File: src/rtl/dvp_frame_packer_pkg.sv
// Shared camera-path types: capture FSM states, status bit positions and counter widths.
package cnn_cam_pkg;

    typedef enum logic [1:0] {
        CAM_IDLE    = 2'd0,
        CAM_WAIT_VS = 2'd1,
        CAM_ACTIVE  = 2'd2,
        CAM_FLUSH   = 2'd3
    } cam_st_e;

    localparam int unsigned ST_FDONE    = 0;
    localparam int unsigned ST_OVF      = 1;
    localparam int unsigned ST_LERR     = 2;
    localparam int unsigned STATUS_W    = 3;
    localparam int unsigned FRAME_CNT_W = 16;

endpackage

File: src/rtl/dvp_frame_packer_if.sv
// Packed-word valid/ready stream from the frame packer to the frame FIFO.
interface dvp_frame_packer_if #(
    parameter int unsigned PACK_W = 64
) ();

    logic [PACK_W-1:0] wdata;
    logic              wvalid;
    logic              wready;
    logic              wlast;

    modport master (output wdata, output wvalid, output wlast, input wready);
    modport slave  (input wdata, input wvalid, input wlast, output wready);

endinterface

File: src/rtl/pix_word_packer.sv
// Byte-to-word pack register plus a single-entry output register on a valid/ready stream.
module pix_word_packer #(
    parameter int unsigned DATA_W = 8,
    parameter int unsigned PACK_W = 64
) (
    input  logic              clk,
    input  logic              rst_n,
    input  logic              byte_vld_i,
    input  logic              clr_i,
    input  logic              last_i,
    input  logic [DATA_W-1:0] data_i,
    output logic              ovf_c,
    dvp_frame_packer_if.master wr
);

    localparam int unsigned NB  = PACK_W / DATA_W;
    localparam int unsigned BCW = (NB > 1) ? $clog2(NB) : 1;

    logic [BCW-1:0]    byte_cnt_q, byte_cnt_d;
    logic [PACK_W-1:0] pack_q, pack_d;
    logic [PACK_W-1:0] wdata_q, wdata_d;
    logic              wvalid_q, wvalid_d;
    logic              wlast_q, wlast_d;
    logic              word_done_c;
    logic [31:0]       sh_c;

    always_comb begin
        byte_cnt_d  = byte_cnt_q;
        pack_d      = pack_q;
        wdata_d     = wdata_q;
        wvalid_d    = wvalid_q;
        wlast_d     = wlast_q;
        word_done_c = 1'b0;
        ovf_c       = 1'b0;
        sh_c        = 32'(byte_cnt_q) * 32'(DATA_W);

        if (wvalid_q && wr.wready) begin
            wvalid_d = 1'b0;
            wlast_d  = 1'b0;
        end

        // Byte lands in its lane; the lane is overwritten so stale bytes never leak
        if (clr_i) begin
            byte_cnt_d = '0;
        end else if (byte_vld_i) begin
            pack_d = (pack_q & ~(PACK_W'({DATA_W{1'b1}}) << sh_c)) | (PACK_W'(data_i) << sh_c);
            if (byte_cnt_q == BCW'(NB - 1)) begin
                byte_cnt_d  = '0;
                word_done_c = 1'b1;
            end else begin
                byte_cnt_d = byte_cnt_q + BCW'(1);
            end
        end

        // A held, unaccepted word wins; the new word is dropped
        if (word_done_c) begin
            if (wvalid_q && !wr.wready) begin
                ovf_c = 1'b1;
            end else begin
                wdata_d  = pack_d;
                wvalid_d = 1'b1;
                wlast_d  = last_i;
            end
        end
    end

    always_ff @(posedge clk or negedge rst_n) begin
        if (!rst_n) begin
            byte_cnt_q <= '0;
            pack_q     <= '0;
            wdata_q    <= '0;
            wvalid_q   <= 1'b0;
            wlast_q    <= 1'b0;
        end else begin
            byte_cnt_q <= byte_cnt_d;
            pack_q     <= pack_d;
            wdata_q    <= wdata_d;
            wvalid_q   <= wvalid_d;
            wlast_q    <= wlast_d;
        end
    end

    assign wr.wdata  = wdata_q;
    assign wr.wvalid = wvalid_q;
    assign wr.wlast  = wlast_q;

endmodule

File: src/rtl/dvp_frame_packer.sv
// DVP frame capture: sync edge detect, geometry checks, frame FSM, sticky status and interrupt.
module dvp_frame_packer
    import cnn_cam_pkg::*;
#(
    parameter int unsigned DATA_W = 8,
    parameter int unsigned BPP    = 2,
    parameter int unsigned PACK_W = 64,
    parameter int unsigned H_ACT  = 640,
    parameter int unsigned V_ACT  = 480,
    parameter bit          VS_POL = 1'b1
) (
    input  logic                   clk,
    input  logic                   rst_n,
    input  logic                   i_enable,
    input  logic                   i_pix_en,
    input  logic [DATA_W-1:0]      i_data,
    input  logic                   i_href,
    input  logic                   i_vsync,
    dvp_frame_packer_if.master     wr,
    output logic                   o_interrupt,
    input  logic                   i_int_clr,
    output logic [STATUS_W-1:0]    o_status,
    output logic [FRAME_CNT_W-1:0] o_frame_cnt
);

    localparam int unsigned LINE_BYTES = H_ACT * BPP;
    localparam int unsigned LBW        = $clog2(LINE_BYTES + 2);
    localparam int unsigned LCW        = $clog2(V_ACT + 1);

    if (((H_ACT * BPP * DATA_W) % PACK_W != 0) || (PACK_W % DATA_W != 0)) begin : g_geom_chk
        $error("dvp_frame_packer: line length must be a whole number of PACK_W words");
    end

    cam_st_e                state_q;
    logic                   vs_act_prev_q, href_prev_q, wlast_seen_q;
    logic [LBW-1:0]         line_bytes_q;
    logic [LCW-1:0]         line_cnt_q;
    logic [STATUS_W-1:0]    status_q, status_d, set_c;
    logic [FRAME_CNT_W-1:0] frame_cnt_q;

    logic vs_act_c, vs_start_c, vs_rise_c, href_fall_c, byte_acc_c;
    logic last_c, pk_clr_c, ovf_c, xfer_c, done_c, lerr_c;

    assign vs_act_c    = (i_vsync == VS_POL);
    assign vs_start_c  = i_pix_en && vs_act_prev_q && !vs_act_c;
    assign vs_rise_c   = i_pix_en && !vs_act_prev_q && vs_act_c;
    assign href_fall_c = i_pix_en && href_prev_q && !i_href;
    assign byte_acc_c  = (state_q == CAM_ACTIVE) && i_pix_en && i_href;
    assign last_c      = (line_cnt_q == LCW'(V_ACT - 1)) && (line_bytes_q == LBW'(LINE_BYTES - 1));
    assign pk_clr_c    = (state_q != CAM_ACTIVE) || href_fall_c;
    assign xfer_c      = wr.wvalid && wr.wready;

    // Frame completes on the wlast handshake, or on draining a frame that never produced one
    assign done_c   = (xfer_c && wr.wlast) ||
                      ((state_q == CAM_FLUSH) && !wr.wvalid && !wlast_seen_q);
    assign lerr_c   = (state_q == CAM_ACTIVE) &&
                      (vs_rise_c || (href_fall_c && (line_bytes_q != LBW'(LINE_BYTES))));
    assign set_c    = {lerr_c, ovf_c, done_c};
    assign status_d = (status_q & ~{STATUS_W{i_int_clr}}) | set_c;

    pix_word_packer #(
        .DATA_W (DATA_W),
        .PACK_W (PACK_W)
    ) u_pack (
        .clk        (clk),
        .rst_n      (rst_n),
        .byte_vld_i (byte_acc_c),
        .clr_i      (pk_clr_c),
        .last_i     (last_c),
        .data_i     (i_data),
        .ovf_c      (ovf_c),
        .wr         (wr)
    );

    always_ff @(posedge clk or negedge rst_n) begin
        if (!rst_n) begin
            state_q       <= CAM_IDLE;
            vs_act_prev_q <= 1'b0;
            href_prev_q   <= 1'b0;
            wlast_seen_q  <= 1'b0;
            line_bytes_q  <= '0;
            line_cnt_q    <= '0;
            status_q      <= '0;
            frame_cnt_q   <= '0;
        end else begin
            if (i_pix_en) begin
                vs_act_prev_q <= vs_act_c;
                href_prev_q   <= i_href;
            end
            status_q <= status_d;
            if (done_c) frame_cnt_q <= frame_cnt_q + FRAME_CNT_W'(1);
            if (xfer_c && wr.wlast) wlast_seen_q <= 1'b1;

            case (state_q)
                CAM_IDLE: begin
                    if (i_enable) state_q <= CAM_WAIT_VS;
                end
                CAM_WAIT_VS: begin
                    if (vs_start_c) begin
                        line_bytes_q <= '0;
                        line_cnt_q   <= '0;
                        wlast_seen_q <= 1'b0;
                        state_q      <= CAM_ACTIVE;
                    end
                end
                CAM_ACTIVE: begin
                    if (byte_acc_c && (line_bytes_q != LBW'(LINE_BYTES + 1)))
                        line_bytes_q <= line_bytes_q + LBW'(1);
                    if (vs_rise_c) begin
                        state_q <= CAM_FLUSH;
                    end else if (href_fall_c) begin
                        line_bytes_q <= '0;
                        line_cnt_q   <= line_cnt_q + LCW'(1);
                        if (line_cnt_q == LCW'(V_ACT - 1)) state_q <= CAM_FLUSH;
                    end
                end
                CAM_FLUSH: begin
                    if (!wr.wvalid) state_q <= i_enable ? CAM_WAIT_VS : CAM_IDLE;
                end
                default: state_q <= CAM_IDLE;
            endcase
        end
    end

    assign o_interrupt = status_q[ST_FDONE];
    assign o_status    = status_q;
    assign o_frame_cnt = frame_cnt_q;

endmodule

File: src/flat_wrapper.sv
// flat-port wrapper written by rule: the top's interface ports become plain ports
module dvp_frame_packer_flat import cnn_cam_pkg::*;
#(
    parameter int unsigned DATA_W = 8,
    parameter int unsigned BPP    = 2,
    parameter int unsigned PACK_W = 64,
    parameter int unsigned H_ACT  = 640,
    parameter int unsigned V_ACT  = 480,
    parameter bit          VS_POL = 1'b1
)
  (clk, rst_n, i_enable, i_pix_en, i_data, i_href, i_vsync, o_interrupt, i_int_clr, o_status, o_frame_cnt, wr_wdata, wr_wvalid, wr_wlast, wr_wready);
  dvp_frame_packer_if #(.PACK_W(PACK_W)) wr_i ();
  input  logic clk;
  input  logic rst_n;
  input  logic i_enable;
  input  logic i_pix_en;
  input  logic [DATA_W-1:0] i_data;
  input  logic i_href;
  input  logic i_vsync;
  output logic o_interrupt;
  input  logic i_int_clr;
  output logic [STATUS_W-1:0] o_status;
  output logic [FRAME_CNT_W-1:0] o_frame_cnt;
  output wire logic [$bits(wr_i.wdata)-1:0] wr_wdata;
  output wire logic [$bits(wr_i.wvalid)-1:0] wr_wvalid;
  output wire logic [$bits(wr_i.wlast)-1:0] wr_wlast;
  input wire logic [$bits(wr_i.wready)-1:0] wr_wready;
  assign wr_wdata = wr_i.wdata;
  assign wr_wvalid = wr_i.wvalid;
  assign wr_wlast = wr_i.wlast;
  assign wr_i.wready = wr_wready;
  dvp_frame_packer #(.DATA_W(DATA_W), .BPP(BPP), .PACK_W(PACK_W), .H_ACT(H_ACT), .V_ACT(V_ACT), .VS_POL(VS_POL)) u_core (.clk(clk), .rst_n(rst_n), .i_enable(i_enable), .i_pix_en(i_pix_en), .i_data(i_data), .i_href(i_href), .i_vsync(i_vsync), .wr(wr_i), .o_interrupt(o_interrupt), .i_int_clr(i_int_clr), .o_status(o_status), .o_frame_cnt(o_frame_cnt));
endmodule
File: config.mk
export PLATFORM = sky130hd
export DESIGN_NAME = dvp_frame_packer_flat
export DESIGN_NICKNAME = d
export VERILOG_FILES = /design/src/rtl/dvp_frame_packer_pkg.sv /design/src/rtl/dvp_frame_packer_if.sv /design/src/rtl/pix_word_packer.sv /design/src/rtl/dvp_frame_packer.sv /design/src/flat_wrapper.sv
export SDC_FILE = /design/constraint.sdc
export NUM_CORES = 1
export LEC_CHECK = 0
export ABC_AREA = 1
export CORE_UTILIZATION = 35
export CTS_CLUSTER_SIZE = 12
export DETAILED_ROUTE_END_ITERATION = 10
export DONT_BUFFER_PORTS = 1
export PLACE_DENSITY = 0.48
export SYNTH_ARGS = -nofsm -noshare
export SYNTH_HDL_FRONTEND = slang
export SYNTH_SLANG_ARGS = --single-unit
File: constraint.sdc
create_clock -name clk -period 5.5 [get_ports clk]
set_input_delay 1.1 -clock clk [delete_from_list [all_inputs] [get_ports clk]]
set_output_delay 1.1 -clock clk [all_outputs]
set_load 0.01 [all_outputs]
---- Word-level counts from Yosys, hierarchy flattened ----
Index checks and enable logic that the tools add are counted.
Widths: inputs -> output; s select.
operators by class
  add/subtract/negate cells ............... 4
  equal/unequal tests ..................... 16
  shift operators ......................... 2
  multiplexer cells ....................... 36
  bitwise logic cells ..................... 7
  reductions and logical operators ........ 33
operators with widths
  cell                   number
  $mux 64                2
  $and 64x64->64         1
  $not 64->64            1
  $or 64x64->64          1
  $shl 8x6->64           1
  $shl 8x6->64 const A   1
  $mux 11                4
  $mux 9                 3
  $ne 11x11->1 const B   2
  $pmux 11 s2            1
  $pmux 9 s2             1
  $logic_and 1x1->1      17
  $add 16x1->16 const B  1
  $mux 1                 15
  $mux 2                 6
  $add 11x1->11 const B  1
  $eq 11x11->1 const B   1
  $add 9x1->9 const B    1
  $eq 9x9->1 const B     1
  $mux 3                 3
  $ne 2x2->1 const B     4
  $pmux 2 s4             1
  $logic_not 1->1        6
  $reduce_and 5->1       1
  16 further kinds       22
word-level totals
  register bits ........................... 177
  input bits .............................. 16
  output and inout bits ................... 86
  logic and storage cells ................. 111

---- Longest topological paths before layout ----
  depth after elaboration ................. 8
  mapped depth ............................ 14
  mapped depth without buffers ............ 11

---- By module ----
From an unflattened synthesis, not the netlist that was laid out.
unflattened totals
  cell total of the unflattened synthesis .. 935
  area total of the unflattened synthesis .. 7,688.6 µm²
by module, submodules not included
  module            instances  cells each  area an instance (µm²)
  pix_word_packer   1          618         5,170.0
  dvp_frame_packer  1          317         2,518.7

---- Least setup slack after synthesis ----
Ideal clock, no wire load.
  path type ............................... input to register
  from .................................... input port wr_wready
  to ...................................... register u_core.frame_cnt_q[12] (netlist: u_core.o_frame_cnt[12])
  arrival time ............................ 2,036 ps
  required time ........................... 5,372 ps
  slack ................................... 3,335 ps
  stages on the path ...................... 8
  path buffers ............................ 0
  cell sequence ........................... nand3_1 -> nand2_1 -> inv_1 -> nor2_1 -> nand2_1 -> nor2_1 -> nand2_1 -> xnor2_1
between the ends
  word-level cells in the longest chain between the ends .. 3
ends and longest elaborated chain
  element               RTL line                source
  from (decl)           flat_wrapper.sv:27      input wire logic [$bits(wr_i.wready)-1:0] wr_wready;
  $logic_and 1x1->1     dvp_frame_packer.sv:51  assign xfer_c = wr.wvalid && wr.wready;
  $logic_and 1x1->1     dvp_frame_packer.sv:54  assign done_c = (xfer_c && wr.wlast) ||
  $logic_or 1x1->1      dvp_frame_packer.sv:54
  to (signal assigned)  dvp_frame_packer.sv:91  if (done_c) frame_cnt_q <= frame_cnt_q + FRAME_CNT_W'(1);
  to (decl)             dvp_frame_packer.sv:39  logic [FRAME_CNT_W-1:0] frame_cnt_q;
No other way between the ends.
A chain may end at the register's enable or synchronous reset.

---- Worst setup path after layout ----
  from .................................... register u_core.state_q[0]
  to ...................................... register u_core.u_pack.wdata_q[40] (netlist: u_core.u_pack.wr.wdata[40])
between the ends
  word-level cells in the longest chain between the ends .. 6
  elaborated cells on any way between the ends .. 10
  those cells by class .................... 2 x eq/ne; 4 x mux; 4 x reduce/logical
ends and longest elaborated chain
  element                         RTL line                 source
  from (decl)                     dvp_frame_packer.sv:34   cam_st_e state_q;
  from (signal assigned)          dvp_frame_packer.sv:118  if (!wr.wvalid) state_q <= i_enable ? CAM_WAIT_VS : CAM_IDLE;
  $eq 2x2->1                      dvp_frame_packer.sv:48   assign byte_acc_c = (state_q == CAM_ACTIVE) && i_pix_en && i_href;
  $logic_and 1x1->1 (2 in a row)  dvp_frame_packer.sv:48
  $mux 1                          pix_word_packer.sv:45    end else if (byte_vld_i) begin
  $mux 1                          pix_word_packer.sv:43    if (clr_i) begin
  $reduce_and 2->1 (no line)      --
  to (signal assigned)            pix_word_packer.sv:77    wdata_q <= wdata_d;
  to (decl)                       pix_word_packer.sv:21    logic [PACK_W-1:0] wdata_q, wdata_d;
Parallel ways exist; a longest one is shown, timed or not.

==> impl_metrics.csv <==
group,metric,value,unit
routing,post_drt_wl_per_cell,16.4,um
critical_path,cp_data_arrival_time,3.75,ns
routing,drtIter0Drc,319,
cells_and_area,n_fill_cell,2154,
place,dpl-instance-area,7670,um^2
clock_tree,clk_path_buf_depth,2,
clock_tree,cts_tree,"done",
sta,worstMarginPinSlew,0.720,ns
cells_and_area,area_growth,8.91,%
routing,firstDrtPassIters,5,
routing,routed-wl-met3,980,um
die,core,21100,um^2
sta,drv_slew,0,
routing,top_layer,"met4",
critical_path,critPathLaunchType,"flop",
critical_path,path_class,"flop to flop",
logic_synthesis,yosysSeqAreaShare,0.561,
place,hpwl,12400,um
sta,tns,0,ns
cells_and_area,nets,880,
die,die_h,149,um
routing,drcViolationCount,0,
sta,min_period_over_period,0.623,
cells_and_area,insertedDiodeCount,0,
clock_tree,cts_resized,0,
logic_synthesis,netlist_area,7540,um^2
grt,grt_overflow_total,0,
logic_synthesis,post_synth_num_cell_types,37,
logic_synthesis,synth_nets,900,
place,place_congestion,0.837,
routing,via_per_inst,4.86,
clock_tree,cts_setup_buffers,0,
pwr,finalPower,3120,uW
routing,met1_length,9420,um
grt,grt_pass1_vias,5261,
routing,ant_nets,0,
grt,grt_usage,0.179,
pwr,p_leak,0.00397,uW
clock_tree,clkLatencyLatePin,0.43,ns
cells_and_area,multi_input_area,2840,um^2
sta,final.min_clock_period,3.43,ns
sta,setup_viol,0,
sta,timing.slew.headroom,0.516,
die,rows,53,
routing,num_vias,5521,
critical_path,required,5.82,ns
sta,max_freq,292,MHz
logic_synthesis,ys_ff_latch,169,
clock_tree,clockRootBuffer,"clkbuf_16",
grt,grt_max_degree,170,
die,die-area,22100,um^2
sta,finalHoldViolations,0,
clock_tree,cts.sinks,169,
clock_tree,numCtsBuffers,17,
cells_and_area,finalInstanceArea,8210,um^2
die,io_pins,102,
critical_path,end_kind,"flop",
logic_synthesis,yosys_warnings,0,
pwr,vdd_ir_drop_max,0.204,mV
logic_synthesis,yosys-top-cells-area,"dfrtp_1 56%, nand2_1 13%, o21ai_0 7.3%, nand3_1 4.6%, nor2_1 3.0%",
grt,antenna_found_initial,0,
sta,skew,0.00859,ns
clock_tree,clkTransAtPathRegs,0.07,ns
die,initial_core_util,0.358,
routing,wl_met2,8090,um
min_path,hp-class,"input pin to asynchronous set/reset pin",
run_status,status,"finished, final reports clean",
logic_synthesis,synth_top_area_frac,0.561,
die,fp.dieW,149,um
cells_and_area,drive_above_1_share,0.0534,
sta,rsz0062_at_grt,"false",
logic_synthesis,syn_avg_cell_area,8.68,um^2
run,cap_violations,0,
cells_and_area,seqCellArea,4230,um^2
clock_tree,holdBufCountCts,0,
logic_synthesis,yosys.area.top_type,"dfrtp_1",
pwr,p_per_area,380,nW/um^2
clock_tree,cts-htree-levels,4,
place,portBuffers,0,
critical_path,path_max_fanout,51,
routing,routed_wl,18700,um
grt,grt_pass1_wl,30300,um
logic_synthesis,netlist_instances,869,
-- worst max-delay path, cell delays in order, from the launching register on --
cell and delay (ns):
dfrtp_1 0.44, inv_1 0.11, ha_1 0.42, inv_4 0.10, nor2_4 0.45, inv_2 0.19, nor2_2 0.13, inv_2 0.06
nor2_4 0.54, inv_2 0.27, buf_4 0.36, nand2_1 0.14, nand2_1 0.06
-- sequential cells by signal (all words and copies together), names as in the netlist --
name	cells
u_core.u_pack.wr.wvalid	1
u_core.u_pack.wr.wlast	1
u_core.href_prev_q	1
u_core.u_pack.byte_cnt_q	3
u_core.u_pack.wr.wdata	64
u_core.wlast_seen_q	1
u_core.line_cnt_q	9
u_core.line_bytes_q	11
u_core.state_q	2
u_core.o_frame_cnt	16
u_core.u_pack.pack_q	56
u_core.o_status	3
u_core.vs_act_prev_q	1
-- where the power goes --
| part | leakage, uW | total [uW] | internal (uW) | switching [uW] |
|---|---|---|---|---|
| clock network | 0.000243 | 1130 | 595 | 532 |
| registers | 0.00229 | 1500 | 1380 | 123 |
| logic | 0.00144 | 492 | 150 | 342 |
| total | 0.00397 | 3120 | 2130 | 997 |
-- metal layers --
layer,track usage,vias up
met5,0,-
met4,0.0485,0
met3,0.0535,14
met2,0.259,105
met1,0.257,2617
li1,-,2785
-- layout make-up --
class | instances | area share
timing repair buffer | 4 | 0.00366
sequential | 169 | 0.515
multi-input combinational | 596 | 0.345
inverter | 61 | 0.0282
clock inverter | 12 | 0.0116
clock buffer | 20 | 0.0544
tap | 275 | 0.0419
-- cells in the mapped netlist (all sizes together) --
cell    number
o21ai      130
o22ai        2
nor3         5
o21bai       1
dfrtp      169
o211ai       1
a21oi        8
nor2        65
a311oi       1
buf         28
nand3       70
nand2      255
nand4        9
clkbuf      15
ha          15
nor3b        1
or2          3
a31oi        8
nor4         2
xnor2        3
nand3b       3
o31ai        2
inv         59
clkinv       2
xor2        12
-- final timing paths --
path                                         start                          to  slack (ns)  cells after the start
worst max register to register   u_core.state_q[0]  u_core.u_pack.wr.wdata[40]        2.07                     12
worst min-delay path                         rst_n  u_core.u_pack.wr.wdata[47]        0.37                      0
max in group asynchronous                    rst_n    u_core.u_pack.pack_q[21]        4.80                      0
worst min register to register  u_core.href_prev_q          u_core.href_prev_q        0.48                      2
worst max-delay path             u_core.state_q[0]  u_core.u_pack.wr.wdata[40]        2.07                     12
min in group clk                u_core.href_prev_q          u_core.href_prev_q        0.48                      2
-- cells by family after synthesis --
| group | Yosys count | synth area share |
|---|---|---|
| simple gates | 413 | 0.229 |
| flops | 169 | 0.561 |
| compound gates | 153 | 0.105 |
| buf+inv | 104 | 0.0630 |
| xor+xnor | 15 | 0.0174 |
| fa+ha+maj | 15 | 0.0249 |
-- cells in the final DEF (no fill, tap or decap), types with 2 or more instances in the layout --
cell type / instances
inv_1: 55
a31oi_1: 8
inv_2: 3
clkbuf_1: 2
nor4_1: 2
xor2_1: 12
inv_6: 2
or2_2: 2
o21ai_1: 20
nor2_4: 3
nor3_1: 5
o22ai_1: 2
xnor2_1: 3
clkbuf_16: 17
a21oi_1: 8
nand2_1: 254
clkinv_1: 2
o31ai_1: 2
ha_1: 15
buf_4: 4
nand3_1: 69
nand3b_1: 3
dfrtp_1: 169
nand4_1: 9
clkinvlp_4: 7
o21ai_0: 110
nor2_1: 61
-- through the flow --
stage                     hold WS, ns   util  setup slack, ns  cells
after floorplan                 0.442      -             3.34    869
after global placement          0.457  0.364             1.96   1105
after detailed placement        0.466  0.364             1.93   1105
after CTS                       0.349  0.390             2.01   1137
after global routing            0.330  0.390             1.69   1137
final                           0.369  0.390             2.07   1137
(Power assumes the default switching activity.)
==> edit (same flow settings) <==
The 4 values of `cam_st_e` get a one-hot encoding in 4 bits.
--- a/src/rtl/dvp_frame_packer_pkg.sv
+++ b/src/rtl/dvp_frame_packer_pkg.sv
@@ -3,7 +3,7 @@
 
-    typedef enum logic [1:0] {
-        CAM_IDLE    = 2'd0,
-        CAM_WAIT_VS = 2'd1,
-        CAM_ACTIVE  = 2'd2,
-        CAM_FLUSH   = 2'd3
+    typedef enum logic [3:0] {
+        CAM_IDLE    = 4'b0001,
+        CAM_WAIT_VS = 4'b0010,
+        CAM_ACTIVE  = 4'b0100,
+        CAM_FLUSH   = 4'b1000
     } cam_st_e;
Check against the original RTL: same outputs for any inputs over 4 cycles, from zero or initial values and one cycle with rst_n low; so few cycles prove little.
==> edit against the original RTL <==
Cell count rose by 21%; critical endpoint is now u_core.u_pack.wr.wdata[23]; non-clock buffer count did not move; wire length grew 13%; combinational power rose by 23%; critical path type unchanged; global-route usage grew 0.40 points; design area rose by 11%; setup slack better by 0.22 ns; synthesized cell count grew 23%; largest cell class unchanged; sequential cell count grew 3; total power rose by 6.2%; highest routed layer unchanged; synthesized area increased by 11%; core utilization is 0.20 points lower.
==> edit: results (changes against the original RTL) <==
* 437 — DRC marker count from the first detailed-route iteration, +37%
* 1349 — cell count after placement, +22%
* 2.30 ns — Reg2Reg Setup Slack, +0.22 ns
* 0.3589 ns — Post-Route Hold Slack, -0.01027 ns
* 0.01082 ns — Clock Skew, +0.002229 ns
* 3.52 ns — data arrival time of the worst path, -0.23 ns
* 6267 — number of global-route vias before repair, +19%
* 0 — total of warnings raised by yosys, unchanged
* 17 — total clock buffers created by CTS, unchanged
* 58.27% — final critical-path share of the clock period, -4.1 points
* 0 — antenna cell count, unchanged
* 0 — cells resized by post-CTS repair, unchanged
* 4.729 — detailed-route vias per instance, -2.6%
* 1100 — Net Count, Synth, +22%
* 0.9249 ns — actual transition at the worst max-transition pin, +0.2053 ns
* 18.28% — Total GRT Usage, +0.40 points
* 173 — pin count of the biggest net entering global routing, +1.8%
* sky130_fd_sc_hd__dfrtp_1 (51%), sky130_fd_sc_hd__nand2_1 (19%), sky130_fd_sc_hd__inv_1 (4.9%), sky130_fd_sc_hd__nand3_1 (4.6%), sky130_fd_sc_hd__o21ai_0 (4.6%) — Area contributors post-synth
* finished, final reports clean — run status
* 8549 um2 — Placement Cell Area, +11%
* sky130_fd_sc_hd__nand2_1 (415), sky130_fd_sc_hd__dfrtp_1 (171), sky130_fd_sc_hd__inv_1 (110) — leading post-synthesis cells by instance count
* 8 — FF-to-FF path depth, -4
* 51.53% — sequential cell area fraction in the yosys report, -4.5 points
* 64 — critical path fanouts, max, +25%
* u_core.u_pack.byte_cnt_q[0] — critical path startpoint
* 0.7895 — final weighted congestion in routability-driven placement, -5.6%
* 4.336% — proportion of layout cells with a drive suffix above 1, -1.0 points
* 2440 — number of inserted filler cells in the final layout, +13%
* 2.004 ns — placement-stage worst setup slack, +0.07035 ns
* sky130_fd_sc_hd__dfrtp_1 — cell type of the slowest stage on the worst timing path
* 14.21 mm — HPWL after detailed placement, +15%
* 0 — antenna violations before repair, unchanged
* 0.43 ns — insertion delay to the later sink of the worst-skew pair, about the same
* 7.787 um2 — synthesized area per cell, -10%
* 6526 — total number of vias, +18%
* sky130_fd_sc_hd__clkbuf_16 — CTS root buffer
* 15.29 um — final routed wire length divided by cell count, -7.1%
* 0.004554 uW — Static Leakage, +15%
* 2 — maximum buffer depth of the clock tree, unchanged
* 64 — Largest register FFs, unchanged
* 8.850% — area added between synthesis and finish, about the same
* 34.53 mm — first-pass GRT wire length, +14%
* u_core.u_pack.wr.wdata[23] — endpoint of the most critical register-to-register path
* 0.76 ns — Critical Path Max Stage Delay, +0.22 ns
* 0.1801 mV — peak supply drop, -12%
* 32 — Synth cell types, -14%
## edit: layer usage
layer,part of all wire (%),wire length (um),GRT usage [%]
met1,51,10850,27.35
met2,42,8894,25.89
met3,5.5,1151,5.012
met4,0.95,201,4.108
met5,0,0,0
## edit: cells by family after synthesis
family | after synthesis | synth area share [%]
adders and majority gates | 11 | 1.647
DFF | 172 | 51.53
xor gates and xnor gates | 13 | 1.363
and+or+nand+nor | 584 | 28.78
AOI/OAI and AO/OA | 133 | 8.790
buffers and inverters | 160 | 7.892
## edit: cell type report
type | instances | area share [%]
clock inverter | 13 | 1.279
sequential | 172 | 47.34
clock buffer | 18 | 4.719
multi-input combinational | 741 | 37.28
timing repair buffer | 4 | 0.3302
inverter | 113 | 4.664
tap | 319 | 4.389
## edit: power by group
group / leakage (uW) / switching, uW / internal [uW]
Clock: 0.000263 / 523 / 623
Sequential: 0.00220 / 106 / 1460
Combinational: 0.00209 / 374 / 229
Total: 0.00455 / 1000 / 2310
